`src/rtl/act_pkg.sv`:
```
// Shared definitions for the forward activation and gradient paths: function codes,
// Q8.8 breakpoints and derivative slopes.
package act_pkg;

  typedef enum logic [1:0] {
    FUNC_LINEAR  = 2'b00,
    FUNC_RELU    = 2'b01,
    FUNC_SIGMOID = 2'b10,
    FUNC_TANH    = 2'b11
  } func_e;

  localparam int SLOPE_W = 9;
  localparam int PROD_W  = 25;

  localparam logic signed [15:0] ONE      = 16'sd256;
  localparam logic signed [15:0] BP_P256  = 16'sd256;
  localparam logic signed [15:0] BP_N256  = -16'sd256;
  localparam logic signed [15:0] BP_P512  = 16'sd512;
  localparam logic signed [15:0] BP_N512  = -16'sd512;
  localparam logic signed [15:0] BP_P1024 = 16'sd1024;
  localparam logic signed [15:0] BP_N1024 = -16'sd1024;
  localparam logic signed [15:0] BP_P2048 = 16'sd2048;
  localparam logic signed [15:0] BP_N2048 = -16'sd2048;

  localparam logic [SLOPE_W-1:0] SLOPE_0   = 9'd0;
  localparam logic [SLOPE_W-1:0] SLOPE_16  = 9'd16;
  localparam logic [SLOPE_W-1:0] SLOPE_64  = 9'd64;
  localparam logic [SLOPE_W-1:0] SLOPE_256 = 9'd256;

  // Lower bound inclusive, upper bound exclusive.
  function automatic logic in_range(input logic signed [15:0] x,
                                    input logic signed [15:0] lo,
                                    input logic signed [15:0] hi);
    return (x >= lo) && (x < hi);
  endfunction

endpackage

```
`src/rtl/act_slope_lut.sv`:
```
// Combinational derivative lookup: maps (function code, x) to the unsigned Q8.8 slope.
module act_slope_lut
  import act_pkg::*;
(
  input  func_e               i_func,
  input  logic signed [15:0]  i_x,
  output logic [SLOPE_W-1:0]  o_slope
);

  // Piecewise-constant derivative of each forward approximation.
  always_comb begin
    o_slope = SLOPE_0;
    case (i_func)
      FUNC_LINEAR: o_slope = SLOPE_256;
      FUNC_RELU: begin
        if (i_x[15]) o_slope = SLOPE_0;
        else         o_slope = SLOPE_256;
      end
      FUNC_SIGMOID: begin
        if (in_range(i_x, BP_N512, BP_P512))        o_slope = SLOPE_64;
        else if (in_range(i_x, BP_N2048, BP_P2048)) o_slope = SLOPE_16;
        else                                        o_slope = SLOPE_0;
      end
      FUNC_TANH: begin
        if (in_range(i_x, BP_N256, BP_P256))        o_slope = SLOPE_256;
        else if (in_range(i_x, BP_N1024, BP_P1024)) o_slope = SLOPE_64;
        else                                        o_slope = SLOPE_0;
      end
      default: o_slope = SLOPE_0;
    endcase
  end

endmodule

```
`src/rtl/activation_grad_unit.sv`:
```
// Two-stage streaming gradient unit: dx = (dy * f'(x)) >>> FRAC_W.
// Optional dead-neuron counter enabled by defining ACT_GRAD_ZERO_COUNT_EN.
module activation_grad_unit
  import act_pkg::*;
#(
  parameter int DATA_W = 16,
  parameter int FRAC_W = 8
) (
  input  logic              clock,
  input  logic              reset,
  input  logic              in_valid,
  output logic              in_ready,
  input  logic [1:0]        in_func,
  input  logic [DATA_W-1:0] in_x,
  input  logic [DATA_W-1:0] in_dy,
  input  logic              in_last,
  output logic              out_valid,
  input  logic              out_ready,
  output logic [DATA_W-1:0] out_dx,
  output logic              out_last
`ifdef ACT_GRAD_ZERO_COUNT_EN
  ,
  output logic [15:0]       zero_count,
  input  logic              zero_count_clr
`endif
);

  logic [SLOPE_W-1:0]       w_slope;
  logic                     w_en;
  logic                     w_accept;
  logic signed [PROD_W-1:0] w_prod;

  logic                     r_s1_valid;
  logic [SLOPE_W-1:0]       r_s1_slope;
  logic [DATA_W-1:0]        r_s1_dy;
  logic                     r_s1_last;
  logic                     r_s1_zero;
  logic                     r_s2_valid;
  logic [DATA_W-1:0]        r_dx;
  logic                     r_last;

  act_slope_lut u_lut (
    .i_func  (func_e'(in_func)),
    .i_x     (in_x),
    .o_slope (w_slope)
  );

  // A full S2 that is not being drained freezes the whole pipe, bubbles included.
  assign w_en     = !r_s2_valid || out_ready;
  assign in_ready = w_en;
  assign w_accept = in_valid && w_en;

  // Product width leaves headroom so -32768 * 256 stays representable.
  assign w_prod = $signed({{(PROD_W-DATA_W){r_s1_dy[DATA_W-1]}}, r_s1_dy})
                * $signed({{(PROD_W-SLOPE_W){1'b0}}, r_s1_slope});

  always_ff @(posedge clock or posedge reset) begin
    if (reset) begin
      r_s1_valid <= 1'b0;
      r_s1_slope <= SLOPE_0;
      r_s1_dy    <= '0;
      r_s1_last  <= 1'b0;
      r_s1_zero  <= 1'b0;
    end else if (w_en) begin
      r_s1_valid <= in_valid;
      if (in_valid) begin
        r_s1_slope <= w_slope;
        r_s1_dy    <= in_dy;
        r_s1_last  <= in_last;
        r_s1_zero  <= (w_slope == SLOPE_0);
      end
    end
  end

  always_ff @(posedge clock or posedge reset) begin
    if (reset) begin
      r_s2_valid <= 1'b0;
      r_dx       <= '0;
      r_last     <= 1'b0;
    end else if (w_en) begin
      r_s2_valid <= r_s1_valid;
      if (r_s1_valid) begin
        r_dx   <= r_s1_zero ? {DATA_W{1'b0}} : DATA_W'(w_prod >>> FRAC_W);
        r_last <= r_s1_last;
      end
    end
  end

  assign out_valid = r_s2_valid;
  assign out_dx    = r_dx;
  assign out_last  = r_last;

`ifdef ACT_GRAD_ZERO_COUNT_EN
  logic [15:0] r_zero_count;

  // Clear wins over a same-cycle increment; count saturates at all-ones.
  always_ff @(posedge clock or posedge reset) begin
    if (reset) begin
      r_zero_count <= 16'd0;
    end else if (zero_count_clr) begin
      r_zero_count <= 16'd0;
    end else if (w_accept && (w_slope == SLOPE_0) && (r_zero_count != 16'hFFFF)) begin
      r_zero_count <= r_zero_count + 16'd1;
    end
  end

  assign zero_count = r_zero_count;
`endif

endmodule

```
`config.mk`:
```
export PLATFORM = sky130hd
export DESIGN_NAME = activation_grad_unit
export DESIGN_NICKNAME = d
export VERILOG_FILES = /design/src/rtl/act_pkg.sv /design/src/rtl/act_slope_lut.sv /design/src/rtl/activation_grad_unit.sv
export SDC_FILE = /design/constraint.sdc
export NUM_CORES = 1
export LEC_CHECK = 0
export ABC_AREA = 0
export CORE_ASPECT_RATIO = 1.4
export CORE_UTILIZATION = 50
export DETAILED_ROUTE_END_ITERATION = 6
export DONT_BUFFER_PORTS = 1
export PLACE_DENSITY = 0.68
export SYNTH_ARGS = -nofsm -noshare
export SYNTH_HDL_FRONTEND = slang
export SYNTH_SLANG_ARGS = --single-unit
```
`constraint.sdc`:
```
create_clock -name clock -period 4.4 [get_ports clock]
set_input_delay 0.22 -clock clock [delete_from_list [all_inputs] [get_ports clock]]
set_output_delay 0.22 -clock clock [all_outputs]
set_load 0.005 [all_outputs]
```
==> run summary <==
* min-delay src: in_dy[13]
* number of different library cells in the post-synthesis netlist: 45
* most common library cell in the layout ignoring fill and taps: ha_1
* total setup buffers inserted after CTS: 0
* Layout Area Growth over Synthesis: 6.497%
* max-cap check violation count: 0
* Residual DRC: 0
* count of buffers inserted at the top-level ports: 0
* Via-to-Cell Ratio: 5.171
* main flop type after synthesis: dfrtp_1
* launching point of the worst reg2reg path: r_s1_slope[4]
* count of antenna-violating nets left after detailed routing: 0
* site row count: 37
* power density of the placed cells: 249.1 nW/um2
* drt total wl: 6032 um
* peak ir drop on the vdd network: 0.1859 mV
* final setup vio count: 0
* routability congestion estimate: 0.8138
* number of detailed-routing iterations run before antenna repair: 4
* vertical die dimension: 105.1 um
* EDFF count, synth: 0
* number of vias in the routed layout: 2565
* width of the chip: 75.62 um
* sum of internal, switching and leakage power: 1006 uW
* buffer cell driving the clock tree root: clkbuf_8
* antenna diode count: 0
* type of the worst setup path: flop to flop
* Inst Count DP: 487
* clock slew seen by the registers of the worst setup and hold paths: 0.07 ns
* final period demand of the worst path: 4.171 ns
* final net count: 525
* data arrival time of the worst path: 4.36 ns
* startpoint types: flop
* TritonCTS clock tree: done
* area of the core: 7361 um2
* most used cells in the layout excluding fill and tap cells: ha_1, inv_1, and2_1, dfrtp_1, nand2_1
* GR Overflow Total: 0
* Fin Setup TNS: 0 ns
* sequential area share after synthesis: 26.39%
* sinks on the clock net: 40
* static power due to leakage: 0.002211 uW
* launching element of the worst setup path: r_s1_slope[4]
* HPWL Detailed: 5084 um
* Mapped Avg Cell Area: 9.629 um2
* status: complete, no violations
* die area: 7944 um2
* count of endpoints failing hold in the final timing report: 0
* post-route fraction of the period consumed by the critical path: 94.81%
* Starting Density: 51.54%
* Max Fanout on Critical Path: 15
* synthesis-stage register bit count: 40
* Slew HR: 40.14%
* first-pass GRT wire length: 10660 um
* Syn Std Cell Area: 3794 um2
* First DRT Iteration DRCs: 60
* antenna violations before repair: 0
* slew at the pin with the worst max-slew slack: 0.8958 ns
* required time at the worst-slack endpoint: 4.59 ns
* Yosys Warn Count: 0
* Clock Skew: 0.006418 ns
* net count after synthesis: 521
* path class of the lowest-slack min-delay path: input port to flop
* final worst hold slack: 0.07297 ns
* Hold Path Depth: 1
* ys async rst share: 100.0%
* share of post-route cells with drive strength above 1: 10.03%
* maximum clock path buffer count: 2
* largest net degree at the start of global routing: 28
* clock network latency to the later pin of the worst-skew pair: 0.30 ns
* vias in the first global route: 2476
* overall routing resource usage: 17.20%
* achievable frequency: 239.7 MHz
* top-level I/O count: 58
* max-slew violation total from the final report: 0
* number of clock buffers inserted by TritonCTS: 5
* average wire per standard cell: 12.16 um
* reg2reg path depth: 17
* Syn Inst Count: 394
* number of levels the H-tree was split into: 2
* Post-Layout Cell Count: 496
* CP Capture Type: flop
==> repair_timing <==
action / in CTS / in global routing
hold buffers: 1 / 0
gates resized for setup: 0 / 4
hold endpoints to repair: 17 / 0
setup endpoints to repair: 0 / 3
==> Yosys cell counts, drive strengths merged (4+ instances only) <==
library cell | instances | share of area, %
nand2b | 7 | 1.2
mux2 | 19 | 5.6
dfrtp | 40 | 26
fa | 15 | 7.9
a22o | 6 | 1.4
nor2 | 11 | 1.1
and3 | 4 | 0.66
o31ai | 6 | 1.3
inv | 65 | 6.4
o21ai | 13 | 1.7
ha | 73 | 24
and2 | 43 | 7.1
xnor2 | 10 | 2.3
nand2 | 25 | 2.5
nand3 | 4 | 0.53
a21oi | 9 | 1.5
clkbuf | 8 | 0.82
==> routing by layer <==
layer  up-vias  part of all wire [%]  GRT usage (%)
met2        48                    50          29.21
met5         -                     0              0
li1       1327                     -              -
met4         0                   1.8          6.481
met1      1181                    45          20.31
met3         9                   4.0          4.243
==> path summary, 6_finish.rpt <==
kind	to	slack, ns
worst min-delay path	r_s1_dy[13]	0.07
worst min register to register	out_valid	0.48
worst max-delay path	out_dx[12]	0.23
max in group asynchronous	r_s1_slope[4]	3.19
min in group asynchronous	out_dx[0]	0.45
worst max register to register	out_dx[12]	0.23
==> sequential cells by signal, indices dropped and copies added, names as in the netlist <==
register,flops
r_s1_last,1
out_dx,16
r_s1_zero,1
out_valid,1
r_s1_valid,1
r_s1_slope,3
r_s1_dy,16
out_last,1
==> layout make-up <==
type | instances | area (um2)
fillers | 674 | 3321
clock inverters | 1 | 7.507
repair buffers | 6 | 47.55
well taps | 97 | 121.4
flip-flops and latches | 40 | 1002
clock buffers | 7 | 86.33
inverters | 65 | 244.0
multi-input cells | 280 | 2531
==> per-stage QoR <==
stage / worst slack, ns / utilization, % / instance area (um2)
final: 0.2285 / 54.89 / 4040
after global routing: -0.003053 / 54.89 / 4040
after CTS: 0.08820 / 54.62 / 4020
after detailed placement: 0.1357 / 53.20 / 3916
after global placement: 0.1802 / 53.20 / 3916
after floorplan: 0.2844 / - / 3794
==> critical path: stages, from the launching register on <==
cell and delay (ns):
dfrtp_2 0.50, and2_1 0.19, ha_1 0.27, ha_1 0.28, inv_1 0.05, fa_1 0.53, inv_1 0.04, ha_1 0.29
ha_1 0.29, ha_1 0.17, inv_1 0.06, fa_1 0.41, nor2b_2 0.21, o31ai_4 0.10, a21oi_4 0.22, o21ai_0 0.14
xnor2_1 0.14, a22o_1 0.19
==> kinds of logic (layout without fill, tap and decap cells) <==
kind of cell,Yosys count,in the layout,synth area share [%]
DFF,40,40,26.39
xor gates and xnor gates,13,13,3.001
and+or+nand+nor,107,107,15.30
muxes,19,19,5.640
AOI/OAI and AO/OA,53,53,10.29
adders and majority gates,88,88,31.99
buffers and inverters,74,79,7.388
==> power by group <==
group / internal [uW] / switching, uW
sequential: 431 / 59.1
clock: 127 / 129
combinational: 127 / 133
(Power assumes the default switching activity.)
